## src/rtl/alu_cmd_sequencer.sv

```systemverilog
// Generic synchronous FIFO with registered storage and an occupancy count.
// Latency: an accepted write is visible at rd_dat on the following cycle.
// Backpressure: wr_rdy low when full (no bypass on a same-cycle read); rd_vld low when empty.
module sync_fifo #(
    parameter int W     = 8,
    parameter int DEPTH = 4
) (
    input  logic                   clk,
    input  logic                   rst_n,
    input  logic                   wr_vld,
    output logic                   wr_rdy,
    input  logic [W-1:0]           wr_dat,
    output logic                   rd_vld,
    input  logic                   rd_rdy,
    output logic [W-1:0]           rd_dat,
    output logic [$clog2(DEPTH):0] count
);
    localparam int AW = $clog2(DEPTH);
    localparam logic [AW:0] DEPTH_C = DEPTH[AW:0];

    logic [W-1:0]  mem [DEPTH];
    logic [AW-1:0] wr_ptr;
    logic [AW-1:0] rd_ptr;
    logic          wr_fire;
    logic          rd_fire;

    assign wr_rdy  = (count < DEPTH_C);
    assign rd_vld  = (count != '0);
    assign rd_dat  = mem[rd_ptr];
    assign wr_fire = wr_vld && wr_rdy;
    assign rd_fire = rd_rdy && rd_vld;

    // Storage write; contents need no reset because count gates every read.
    always_ff @(posedge clk) begin
        if (wr_fire) begin
            mem[wr_ptr] <= wr_dat;
        end
    end

    // Pointers wrap naturally at the power-of-two depth; count tracks occupancy.
    always_ff @(posedge clk or negedge rst_n) begin
        if (!rst_n) begin
            wr_ptr <= '0;
            rd_ptr <= '0;
            count  <= '0;
        end else begin
            if (wr_fire) begin
                wr_ptr <= wr_ptr + 1'b1;
            end
            if (rd_fire) begin
                rd_ptr <= rd_ptr + 1'b1;
            end
            case ({wr_fire, rd_fire})
                2'b10:   count <= count + 1'b1;
                2'b01:   count <= count - 1'b1;
                default: count <= count;
            endcase
        end
    end
endmodule

// Queues tagged ALU commands, issues them one at a time to the ALU and returns the tagged result.
// Latency: accept to rsp_valid is ALU_LAT+2 cycles when idle; an illegal op responds 2 cycles after accept.
// Backpressure: cmd_ready low while the FIFO is full; a response is held stable until rsp_ready and the queue stalls behind it.
module alu_cmd_sequencer #(
    parameter int FIFO_DEPTH = 4,
    parameter int ALU_LAT    = 1,
    parameter int TAG_W      = 2
) (
    input  logic                        clk,
    input  logic                        rst_n,
    input  logic                        cmd_valid,
    output logic                        cmd_ready,
    input  logic [3:0]                  cmd_op,
    input  logic [3:0]                  cmd_a,
    input  logic [3:0]                  cmd_b,
    input  logic [TAG_W-1:0]            cmd_tag,
    output logic [3:0]                  alu_a,
    output logic [3:0]                  alu_b,
    output logic [3:0]                  alu_op,
    input  logic [3:0]                  alu_result,
    output logic                        rsp_valid,
    input  logic                        rsp_ready,
    output logic [3:0]                  rsp_result,
    output logic [TAG_W-1:0]            rsp_tag,
    output logic                        rsp_err,
    output logic                        busy,
    output logic [$clog2(FIFO_DEPTH):0] fifo_count
);
    typedef struct packed {
        logic [3:0]       op;
        logic [3:0]       a;
        logic [3:0]       b;
        logic [TAG_W-1:0] tag;
    } cmd_t;

    typedef enum logic [1:0] {
        ST_IDLE,
        ST_WAIT,
        ST_RESP
    } state_t;

    localparam logic [3:0] LAT_C = ALU_LAT[3:0];

    state_t           state;
    logic [3:0]       wait_cnt;
    logic [TAG_W-1:0] pend_tag;
    cmd_t             push_cmd;
    cmd_t             head;
    logic             head_vld;
    logic             head_legal;
    logic             fifo_pop;

    assign push_cmd = {cmd_op, cmd_a, cmd_b, cmd_tag};

    sync_fifo #(
        .W     ($bits(cmd_t)),
        .DEPTH (FIFO_DEPTH)
    ) u_cmd_fifo (
        .clk    (clk),
        .rst_n  (rst_n),
        .wr_vld (cmd_valid),
        .wr_rdy (cmd_ready),
        .wr_dat (push_cmd),
        .rd_vld (head_vld),
        .rd_rdy (fifo_pop),
        .rd_dat (head),
        .count  (fifo_count)
    );

    // Op codes 1100..1111 are illegal and take the error-response path around the ALU.
    assign head_legal = !(head.op[3] && head.op[2]);

    // Pop when idle, or when the held response is being consumed (back-to-back issue).
    assign fifo_pop = head_vld &&
                      ((state == ST_IDLE) || ((state == ST_RESP) && rsp_ready));

    assign busy = (state != ST_IDLE);

    // Issue / settle / respond sequencing with registered ALU and response outputs.
    always_ff @(posedge clk or negedge rst_n) begin
        if (!rst_n) begin
            state      <= ST_IDLE;
            wait_cnt   <= '0;
            pend_tag   <= '0;
            alu_a      <= '0;
            alu_b      <= '0;
            alu_op     <= '0;
            rsp_valid  <= 1'b0;
            rsp_result <= '0;
            rsp_tag    <= '0;
            rsp_err    <= 1'b0;
        end else if (fifo_pop) begin
            pend_tag <= head.tag;
            if (head_legal) begin
                alu_a     <= head.a;
                alu_b     <= head.b;
                alu_op    <= head.op;
                wait_cnt  <= LAT_C;
                rsp_valid <= 1'b0;
                state     <= ST_WAIT;
            end else begin
                // ALU inputs keep the last legal command; the error response is immediate.
                rsp_result <= '0;
                rsp_err    <= 1'b1;
                rsp_tag    <= head.tag;
                rsp_valid  <= 1'b1;
                state      <= ST_RESP;
            end
        end else begin
            case (state)
                ST_WAIT: begin
                    wait_cnt <= wait_cnt - 4'd1;
                    if (wait_cnt == 4'd1) begin
                        rsp_result <= alu_result;
                        rsp_err    <= 1'b0;
                        rsp_tag    <= pend_tag;
                        rsp_valid  <= 1'b1;
                        state      <= ST_RESP;
                    end
                end
                ST_RESP: begin
                    if (rsp_ready) begin
                        rsp_valid <= 1'b0;
                        state     <= ST_IDLE;
                    end
                end
                default: begin
                    state <= ST_IDLE;
                end
            endcase
        end
    end
endmodule

```

## config.mk

```make
export PLATFORM = sky130hd
export DESIGN_NAME = alu_cmd_sequencer
export DESIGN_NICKNAME = d
export VERILOG_FILES = /design/src/rtl/alu_cmd_sequencer.sv
export SDC_FILE = /design/constraint.sdc
export NUM_CORES = 1
export LEC_CHECK = 0
export ABC_AREA = 1
export CAP_MARGIN = 20
export CORE_MARGIN = 2
export CORE_UTILIZATION = 30
export DETAILED_ROUTE_END_ITERATION = 7
export DONT_BUFFER_PORTS = 1
export GPL_TIMING_DRIVEN = 1
export PLACE_DENSITY = 0.5
export SLEW_MARGIN = 20
export SYNTH_ARGS = -nofsm -noshare
export SYNTH_HDL_FRONTEND = slang
export SYNTH_SLANG_ARGS = --single-unit
```

## constraint.sdc

```tcl
create_clock -name clk -period 2.6 [get_ports clk]
set_clock_uncertainty 0.2 [all_clocks]
set_input_delay 0.52 -clock clk [delete_from_list [all_inputs] [get_ports clk]]
set_output_delay 0.52 -clock clk [all_outputs]
set_load 0.1 [all_outputs]
```

* Yosys cells after proc, flatten, opt, wreduce, memory -nomap -nowiden
Memories as Yosys holds them, arrays and structs flattened.
Cells that the tools add are included.
** Storage, ports and cells
- Memory bits (writable) :: 56
- Output and inout bits :: 25
- Register bits after elaboration :: 35
- Bits of input ports :: 22
- Memories kept :: 1
- Memory bits (read-only) :: 0
- Logic and storage cells :: 76
- Latch bits :: 0
** Cells by class
- Equality and inequality tests :: 9
- Shift operators :: 0
- $add $sub $neg :: 5
- Order comparisons :: 1
- Div/mod/pow operators :: 0
- Reductions and logical operators :: 18
- Bitwise operators :: 1
- Multiplexer cells :: 28
- $mul :: 0
** Memory list
- u_cmd_fifo.mem :: depth 4, bits a word 14, read ports 1, clocked after Yosys merged registers in 0, write ports 1, line 21 : logic [W-1:0] mem [DEPTH];
** Operators by type and width (count)
- 2-to-1 mux 4 bit :: 7
- 2-to-1 mux 2 bit :: 8
- 2-to-1 mux 1 bit :: 10
- nonzero test 2 bit :: 4
- != test 3 x 2 -> 1 bit (second input constant) :: 2
- one-hot mux 3 bit (2 select lines) :: 1
- AND reduction 2 bit :: 3
- AND reduction 3 bit :: 2
- nonzero test 3 bit :: 2
- logical AND 1 bit :: 5
- adder 2 x 1 -> 2 bit (second input constant) :: 2
- == test 2 x 1 -> 1 bit (second input constant) :: 2
- == test 2 bit (second input constant) :: 2
- == test 4 x 1 -> 1 bit (second input constant) :: 1
- != test 2 bit (second input constant) :: 2
- one-hot mux 2 bit (2 select lines) :: 1
- subtractor 4 x 1 -> 4 bit (second input constant) :: 1
- adder 3 x 1 -> 3 bit (second input constant) :: 1
- less-than comparator 3 bit (second input constant) :: 1
- subtractor 3 x 1 -> 3 bit (second input constant) :: 1
- logical NOT 2 bit :: 1
- one-hot mux 1 bit (2 select lines) :: 1
- logical OR 1 bit :: 1
- inverter 1 bit :: 1

* Longest topological paths before layout
- Depth after elaboration :: 7
- Mapped depth :: 11
- Gate-level depth less buffers :: 10

* By module
Synthesis repeated with hierarchy kept, for this count alone.
** Unflattened totals
- Cell total of the unflattened synthesis :: 367
- Area total of the unflattened synthesis :: 3987.6 µm²
** By module, submodules not included
- sync_fifo :: cells an instance 219, seq. area each 1856.8 µm², instances 1, area an instance 2733.9 µm²
- alu_cmd_sequencer :: cells an instance 148, seq. area each 700.7 µm², instances 1, area an instance 1253.7 µm²

* Worst setup path before layout
No wires, ideal clock.
- Path kind :: flip-flop to flip-flop
- Start point :: reg u_cmd_fifo.count[2]
- End point :: reg u_cmd_fifo.count[2]
- Cell stages (with the launch flop) :: 12
- Clock period less this slack :: 3207 ps
- Data arrival time :: 2862 ps
- Buffers on the path :: 1
- Required time :: 2255 ps
- Library setup time :: 145 ps
- Path slack :: -607 ps
- Path through :: dfrtp_1 inv_2 nand3_2 inv_2 nor2_4 buf_8 ha_1 inv_1 fa_1 a21oi_1 o21ai_0 xor2_1
** Between the ends
- Elaborated cells on any way between the ends :: 11
- Those cells by class :: 2 x add/sub; 1 x order compare; 2 x eq/ne; 1 x mux; 5 x reduce/logical
** RTL lines
- from (decl) :: line 16 : output logic [$clog2(DEPTH):0] count
- from (signal assigned) :: line 54 : 2'b10: count <= count + 1'b1;
- from (signal assigned) :: line 55 : 2'b01: count <= count - 1'b1;
- from (signal assigned) :: line 56 : default: count <= count;
- less-than comparator 3 bit * :: line 27 : assign wr_rdy = (count < DEPTH_C);
- via cmd_ready :: line 73 : output logic cmd_ready,
- logical AND 1 bit * :: line 30 : assign wr_fire = wr_vld && wr_rdy;
- == test 2 x 1 -> 1 bit or == test 2 bit (tied branches) :: line 53 : case ({wr_fire, rd_fire})
- one-hot mux 3 bit (2 select lines) or nonzero test 2 bit (tied branches)
The timed path passes the listed nets; every way through them passes the cells marked *.
A chain may end at the register's enable or synchronous reset.

* Worst setup path after layout
- Start point :: reg u_cmd_fifo.count[2]
- End point :: reg u_cmd_fifo.count[2]
** Between the ends
- Cells in the longest elaborated chain, start to end :: 5
- Elaborated cells on any way between the ends :: 11
- Those cells by class :: 2 x add/sub; 1 x order compare; 2 x eq/ne; 1 x mux; 5 x reduce/logical
** Ends and longest elaborated chain
- branches (longest 5 deep; another with less-than comparator 3 bit)
Several ways; the timed one is not identified.

==> impl_metrics.csv <==
group,metric,value,unit
setup_path,max_stage_delay,430,ps
min_path,hp-class,"primary input to flip-flop",
setup_path,arrival,2060,ps
setup_path,cp_slowest_cell,"dfrtp_4",
cts,cts.repair.resized,0,
yosys,synthXorXnorAreaFrac,0.0113,
finish,finalCoreUtilization,0.363,
timing,fin_crit_sh,0.786,
die,rows,41,
cts,ctsLongestPathBuffers,2,
global_route,met2_usage,0.187,
detailed_routing,ant_nets,0,
setup_path,cp-startpoint,"u_cmd_fifo.count[2]",
die,dieArea,0.0138,mm²
yosys,synth-compound-area-share,0.0576,
yosys,syn_area,0.00387,mm²
die,io_pins,47,
timing,max_freq,489,MHz
place,port_buffers,0,
detailed_routing,drcViolationCount,0,
yosys,ys_seq_area_frac,0.661,
setup_path,crit_chain,"inv_4 -> nand2_1 -> ha_1 -> inv_1 -> fa_1 -> a21oi_1 -> o21ai_0 -> xor2_1",
cts,cts_tree,"built",
finish,layout-drive-gt1-share,0.206,
yosys,synth_warnings,0,
timing,setup_viol,0,
cts,cts_buffers,9,
setup_path,cp.required,2610,ps
setup_path,r2r_start,"u_cmd_fifo.count[2]",
setup_path,worstReg2RegEnd,"u_cmd_fifo.count[2]",
yosys,synth-seq-cells,91,
cts,clock-root-buffer,"clkbuf_16",
die,die_h,118,µm
place,gp_congestion,0.760,
finish,n_fill_cell,1263,
yosys,synth-adder-area-share,0.0278,
global_route,grt_max_degree,36,
detailed_routing,wire_per_inst,13.7,µm
global_route,grt_pass1_wl,12400,µm
detailed_routing,drt_wl_total,7600,µm
setup_path,cp_max_fo,8,
setup_path,r2r_slack,560,ps
die,die_w,118,µm
detailed_routing,first_pass_iters,4,
cts,path_clk_slew,70,ps
timing,worst_slew_pin_slew,514,ps
yosys,syn_area_per_cell,11.2,µm²
finish,mostFrequentLayoutCells,"nand2_1, edfxtp_1, nor2_1",
setup_path,critical_path_class,"flip-flop to flip-flop",
timing,period_needed,2040,ps
run,max_cap_violations,0,
global_route,busiest_layer,"met2",
detailed_routing,drt-initial-drc-count,118,
yosys,synth_fp_nets,375,
finish,area_growth_syn_to_layout,18.5,%
timing,rsz0062_at_grt,"no",
setup_path,critical-path-top-delay-family,"adder cells",
setup_path,endpoint,"u_cmd_fifo.count[2]",
finish,nets,409,
outcome,status,"completed",
timing,finalSetupTns,0,ps
setup_path,path_buf_inv,2,
timing,slew_headroom,0.657,
global_route,met1_usage,0.145,
global_route,antenna_found_initial,0,
place,dp_hpwl,5140,µm
setup_path,start_kind,"flip-flop",
yosys,synthSimpleGateAreaFrac,0.192,
yosys,synthMuxAreaShare,0,
global_route,grt_pass1_vias,2338,
detailed_routing,vias,2395,
setup_path,reg2reg_depth,8,
die,core,0.0126,mm²
global_route,met3_usage,0.0470,
cts,clock_sinks,91,
detailed_routing,routed_via_density,4.31,
cts,htree_levels,3,
timing,hold_viol,0,
finish,diodes,0,
global_route,grt_overflow_total,0,
cts,postCtsSetupBuffers,0,
die,start_util,0.306,
finish,final_common_cell,"nand2_1",
setup_path,cp-end-kind,"flip-flop",
setup_path,cp.depth,8,
timing,maxSlewViolCount,0,
cts,clock_latency,340,ps
yosys,ys_types,31,
global_route,grt_usage,0.117,
yosys,synth_cells,345,
yosys,synth_top_family_by_area,"simple AND/OR/NAND/NOR gates",
-- synth_stat cells --
| master | n | area, µm² |
|---|---|---|
| inv_2 | 5 | 18.8 |
| nand3_4 | 1 | 17.5 |
| xor2_1 | 4 | 35.0 |
| nor2_4 | 1 | 11.3 |
| nand2_4 | 5 | 56.3 |
| nand2_2 | 7 | 43.8 |
| o21ai_0 | 21 | 105 |
| o22ai_1 | 7 | 43.8 |
| buf_6 | 2 | 22.5 |
| nand3_1 | 22 | 110 |
| a21oi_1 | 2 | 10.0 |
| o21ai_2 | 1 | 8.76 |
| or2_2 | 3 | 18.8 |
| o21a_1 | 1 | 7.51 |
| nor3_1 | 1 | 5.00 |
| clkbuf_1 | 2 | 7.51 |
| nand3_2 | 1 | 10.0 |
| buf_4 | 1 | 7.51 |
| edfxtp_1 | 56 | 1680 |
| o21ai_1 | 2 | 10.0 |
| nor3b_1 | 1 | 7.51 |
| ha_1 | 7 | 87.6 |
| buf_8 | 2 | 30.0 |
| buf_2 | 5 | 25.0 |
| nor2_1 | 36 | 135 |
| nand2_1 | 87 | 327 |
| fa_1 | 1 | 20.0 |
| xnor2_1 | 1 | 8.76 |
| o22ai_2 | 3 | 37.5 |
| inv_1 | 22 | 82.6 |
| dfrtp_1 | 35 | 876 |
-- layout make-up --
class                      count  area [µm²]  area share
tap                          172         215      0.0469
clock buffer                   9         225      0.0491
multi-input combinational    215        1120       0.243
sequential                    91        2560       0.559
clock inverter                 7        82.6      0.0180
inverter                      27         104      0.0227
timing repair buffer          35         278      0.0606
-- worst min-delay path by stage --
stage / start / end / slack (ps) / cells past startpoint
2_1_floorplan: rst_n / alu_a[0] / 20 / 0
3_3_place_gp: rst_n / u_cmd_fifo.wr_ptr[0] / 30 / 0
3_5_place_dp: rst_n / u_cmd_fifo.wr_ptr[1] / 20 / 0
4_1_cts: cmd_b[2] / u_cmd_fifo.mem[0][4] / 60 / 0
5_1_grt: cmd_op[0] / u_cmd_fifo.mem[0][10] / 50 / 0
6_report: cmd_op[0] / u_cmd_fifo.mem[0][10] / 70 / 0
-- routing by layer --
metal / part of all wire / routed length [µm]
met5: 0 / 0
met4: 0.015 / 112
met3: 0.065 / 496
met2: 0.48 / 3670
met1: 0.44 / 3320
-- repair_timing --
action | in CTS | in global routing
endpoints found under the setup margin | 0 | 0
hold endpoints to repair | 35 | 0
hold buffers | 2 | 0
-- registers in the layout, summed over array words and instances (netlist names), 2 cells and up --
| name | count |
|---|---|
| alu_a | 4 |
| alu_b | 4 |
| alu_op | 4 |
| pend_tag | 2 |
| rsp_result | 4 |
| rsp_tag | 2 |
| state | 2 |
| u_cmd_fifo.count | 3 |
| u_cmd_fifo.mem | 56 |
| u_cmd_fifo.rd_ptr | 2 |
| u_cmd_fifo.wr_ptr | 2 |
| wait_cnt | 4 |
-- through the flow --
step	hold slack (ps)	setup WS [ps]	instances	cell area, µm²
final	70.6	555	556	4580
after global routing	45.8	330	556	4580
after CTS	56.9	539	556	4580
after detailed placement	24.9	480	538	4250
after global placement	25.1	526	538	4250
after floorplan	24.4	60.8	345	3880
-- worst register-to-register path, cell delays in order, from the launching register on --
cell	delay [ps]
dfrtp_4	430
inv_4	40
nand2_1	200
ha_1	200
inv_1	70
fa_1	390
a21oi_1	140
o21ai_0	110
xor2_1	150
-- cell families after synthesis --
logic type | after synthesis
AO/OA/AOI/OAI | 37
XOR/XNOR | 5
adder cells (fa/ha/maj) | 8
buffers and inverters | 39
flip-flops | 91
AND/OR/NAND/NOR | 165
Power is not shown: default switching activity piles up to over one toggle a cycle in this logic, so the estimate is an artifact.
==> RTL edit 1, RTL diff (same settings) <==
`FIFO_DEPTH`: 4 -> 8.
--- a/src/rtl/alu_cmd_sequencer.sv
+++ b/src/rtl/alu_cmd_sequencer.sv
@@ -63,7 +63,7 @@
 // Latency: accept to rsp_valid is ALU_LAT+2 cycles when idle; an illegal op responds 2 cycles after accept.
 // Backpressure: cmd_ready low while the FIFO is full; a response is held stable until rsp_ready and the queue stalls behind it.
 module alu_cmd_sequencer #(
-    parameter int FIFO_DEPTH = 4,
+    parameter int FIFO_DEPTH = 8,
     parameter int ALU_LAT    = 1,
     parameter int TAG_W      = 2
 ) (
Ports: changed (resized fifo_count); port bits go from 47 to 48. The function was not compared with the original's and may differ.
==> RTL edit 1 against the original RTL <==
Area after synthesis is 61% higher. Sequential cell count increased by 59. Cell area grew 66%. Worst setup slack lost 0.22 ns. Non-clock buffer count grew 35. Largest cell class unchanged. Critical path type unchanged. Routed wire length is 83% higher.
Power is left out: the tool's default activity adds up to more than one toggle a clock period on the data nets, which glitch-free logic cannot reach.
==> RTL edit 1: results (changes against the original RTL) <==
- Status: completed
- Min-delay src: cmd_valid
- Seq cells post-synth: 150 (+65%)
- RR Startpoint: u_cmd_fifo.count[3]
- Met3 GRT Util: 0.0340 (-0.0129)
- Worst hold path depth: 3 (+3)
- HPWL after DPL: 9190 µm (+79%)
- WP data arrival: 2.37 ns (+0.31 ns)
- Initial DRC Count: 249 (+110%)
- Wire per inst: 15.4 µm (+13%)
- Drt pass-1 iters: 6 (+2)
- Layout Nets: 649 (+59%)
- #MultiIn Comb: 340 (+58%)
- H-tree depth: 4 (+1)
- Post-synthesis cell area: 6240 µm² (+61%)
- Area growth from synthesis to layout: 22.3%
- Vias in the first global route: 4,241 (+81%)
- Skew-Pair Late Insertion Delay: 0.42 ns (+0.08 ns)
- Worst slew pin tran: 0.541 ns (+0.0268 ns)
- Clock buffers: 19 (+10)
- Number of library cell types mapped by synthesis: 29 (-6.5%)
- ClkCell Share: 0.0743 (+0.00718)
- First-pass GRT wire length: 22,300 µm (+80%)
- Share of cells above drive strength 1: 0.172 (-0.0333)
- Largest delay contributor family on the critical path: flip-flops
- Routing usage on met2: 0.215 (+0.0281)
- Area of the multi-input gates: 1670 µm² (+50%)
- Signal buf overhead: 0.0755 (+0.0149)
- Via count: 4,071 (+70%)
- Gpl congestion: 0.734 (-3.5%)
- Hold worst-path end: u_cmd_fifo.wr_ptr[0]
- CP max FO: 4 (-4)
- Crit path largest cell delay: 0.49 ns (+0.06 ns)
## RTL edit 1: layer usage
| layer | vias up | routed length (µm) | part of all wire |
|---|---|---|---|
| li1 | 2001 | - | - |
| met1 | 1996 | 6520 | 0.47 |
| met2 | 62 | 6670 | 0.48 |
| met3 | 12 | 541 | 0.039 |
| met4 | 0 | 191 | 0.014 |
| met5 | - | 0 | 0 |
## RTL edit 1: stage by stage
step / TNS (ns) / setup WS, ns / hold slack [ns]
after floorplan: -5.26 / -0.0925 / 0.0244
after global placement: 0 / 0.344 / 0.0274
after detailed placement: 0 / 0.325 / 0.0278
after CTS: 0 / 0.316 / 0.0836
after global routing: 0 / 0.213 / 0.0988
final: 0 / 0.332 / 0.0953
## RTL edit 1: kinds of logic after synthesis
group | after synthesis | share of synthesized area
and+or+nand+nor | 243 | 0.162
xor gates and xnor gates | 8 | 0.0112
muxes | 1 | 0.00181
adders and majority gates | 8 | 0.0173
AOI/OAI and AO/OA | 80 | 0.0698
DFF | 150 | 0.692
buffers and inverters | 61 | 0.0461
==> RTL edit 2, RTL diff (same flow settings) <==
Made on the original files. The 3 states of `state_t` get a one-hot encoding in 3 bits.
--- a/src/rtl/alu_cmd_sequencer.sv
+++ b/src/rtl/alu_cmd_sequencer.sv
@@ -94,10 +94,10 @@
         logic [TAG_W-1:0] tag;
     } cmd_t;
 
-    typedef enum logic [1:0] {
-        ST_IDLE,
-        ST_WAIT,
-        ST_RESP
+    typedef enum logic [2:0] {
+        ST_IDLE = 3'b001,
+        ST_WAIT = 3'b010,
+        ST_RESP = 3'b100
     } state_t;
 
     localparam logic [3:0] LAT_C = ALU_LAT[3:0];
Behaviour: same outputs for any inputs over 10 cycles, from zero or initial values and one cycle with rst_n low; not proved beyond that.
==> RTL edit 2 against the original RTL <==
Sequential cell count rose by 1. Critical path depth is 1 lower. Worst setup slack worse by 0.099 ns. First-iteration DRC count up 42%. Synthesized cell count grew 0.87%. Hold slack lost 0.0030 ns. Area after synthesis shrank 1.5%. Routed wire length increased by 2.8%. Cell area about the same. Maximum frequency decreased by 4.6%. Critical endpoint unchanged.
Power is left out: the tool's default activity adds up to more than one toggle a clock period on the data nets, which glitch-free logic cannot reach.
==> RTL edit 2: results (changes against the original RTL) <==
- Antenna violations before repair: 0 (unchanged)
- Async SR Flop Fraction: 0.391 (+0.00669)
- Vias/cell: 4.34 (+0.86%)
- Top reg by flops: u_cmd_fifo.mem
- TritonCTS Buffers: 9 (unchanged)
- Met3 GRT Util: 0.0524 (+0.00542)
- Gpl congestion: 0.752 (-1.1%)
- Synth warn: 0 (unchanged)
- Syn Nets: 378 (+0.80%)
- Leading post-synthesis cells by cell area: edfxtp_1 44%, dfrtp_1 23%, nand2_1 7.8%
- Routing usage on met2: 0.195 (+0.00783)
- Share of cells above drive strength 1: 0.173 (-0.0330)
- Bufs on Longest Clock Path: 2 (unchanged)
- HP Class: in2reg
- Vias in the first global route: 2,497 (+6.8%)
- First-pass GRT wire length: 12,800 µm (+2.9%)
- Clock slew at reported path FFs: 0.07 ns (about the same)
- Largest net degree at the start of global routing: 37 (+2.8%)
- Met3 WL: 479 µm (-3.4%)
- Highest Signal Layer: met4
- Highest clock rate: 467 MHz (-4.6%)
- Number of library cell types mapped by synthesis: 24 (-23%)
- Overall routing resource usage: 0.127 (+0.00944)
- HPWL after DPL: 5290 µm (+2.8%)
- H-tree depth: 3 (unchanged)
- Post-synth top cells: 79 x nand2_1, 56 x edfxtp_1, 49 x nor2_1
- Crit path largest cell delay: 0.50 ns (+0.07 ns)
- Filler cells: 1,259 (-0.32%)
- Worst rel slew slack: 0.736 (+0.0790)
- Post-synth EDFFs: 56 (unchanged)
- Status: completed
- Wl on met1: 3630 µm (+9.4%)
- PortBufs: 0 (unchanged)
- Skew-Pair Late Insertion Delay: 0.34 ns (about the same)
- Register area share after synthesis: 0.678 (+0.0171)
- CP max FO: 3 (-5)
- WL met2: 3590 µm (-2.2%)
- WP data arrival: 2.16 ns (+0.10 ns)
- Main synth FF type: edfxtp_1
- Pre-CTS setup slack: 0.452 ns (-0.0273 ns)
- M1 GR Usage: 0.160 (+0.0150)
- Number of flip-flops in the largest register: 56 (unchanged)
- Crit path max-delay cell type: dfrtp_4
- Antenna cell count: 0 (unchanged)
- Clk Tree Root Cell: clkbuf_16
- Initial DRC Count: 168 (+42%)
- Routed WL: 7810 µm (+2.8%)
- Layout Nets: 413 (+0.98%)
- Drt pass-1 iters: 6 (+2)
- Largest delay contributor family on the critical path: adder cells
-- RTL edit 2: cell types whose count changed in the layout (fill, tap and decap cells not counted), sizes merged, moves of 2 or more --
cell and change:
or2 -3, nor2 +12, o21ai +9, buf +4
nand3 +4, inv -6, a21oi +2, nand2 -19
clkinvlp +2
-- RTL edit 2: final cells by class --
cell class              instances  area (µm²)  share of cell area
clock inverters                 7        68.8              0.0150
flip-flops and latches         92        2590               0.565
multi-input cells             219        1090               0.238
clock buffers                   9         225              0.0491
repair buffers                 39         308              0.0671
well taps                     172         215              0.0469
inverters                      22        86.3              0.0188
-- RTL edit 2: what timing repair did --
item	in CTS	in global routing
buffers inserted	0	0
endpoints found under the setup margin	0	0
endpoints found under the hold margin	36	0
hold buffers	2	0
resized for setup	0	0
-- RTL edit 2: worst paths after layout --
kind                                startpoint                    to  slack (ns)  depth (start not counted)
setup reg to reg           u_cmd_fifo.count[2]   u_cmd_fifo.count[2]        0.46                          7
min in group asynchronous                rst_n   u_cmd_fifo.count[2]        0.43                          2
max in group asynchronous                rst_n              state[0]        1.52                          2
hold reg to reg                        rsp_err               rsp_err        0.28                          2
hold / removal                        cmd_a[1]  u_cmd_fifo.mem[0][7]        0.07                          0
setup / recovery           u_cmd_fifo.count[2]   u_cmd_fifo.count[2]        0.46                          7
-- RTL edit 2: kinds of logic after synthesis --
kind of cell / share of synthesized area
compound gates: 0.0660
xor+xnor: 0.0115
fa+ha+maj: 0.0283
buf+inv: 0.0437
flops: 0.678
mux: 0.00296
simple gates: 0.169
-- RTL edit 2: per-stage QoR --
step	cell area [µm²]	cells	hold WS, ns
global placement	4260	542	0.0254
global route	4590	560	0.0444
finish	4590	560	0.0676
floorplan	3860	348	0.0244
CTS	4590	560	0.0543
detailed placement	4260	542	0.0258
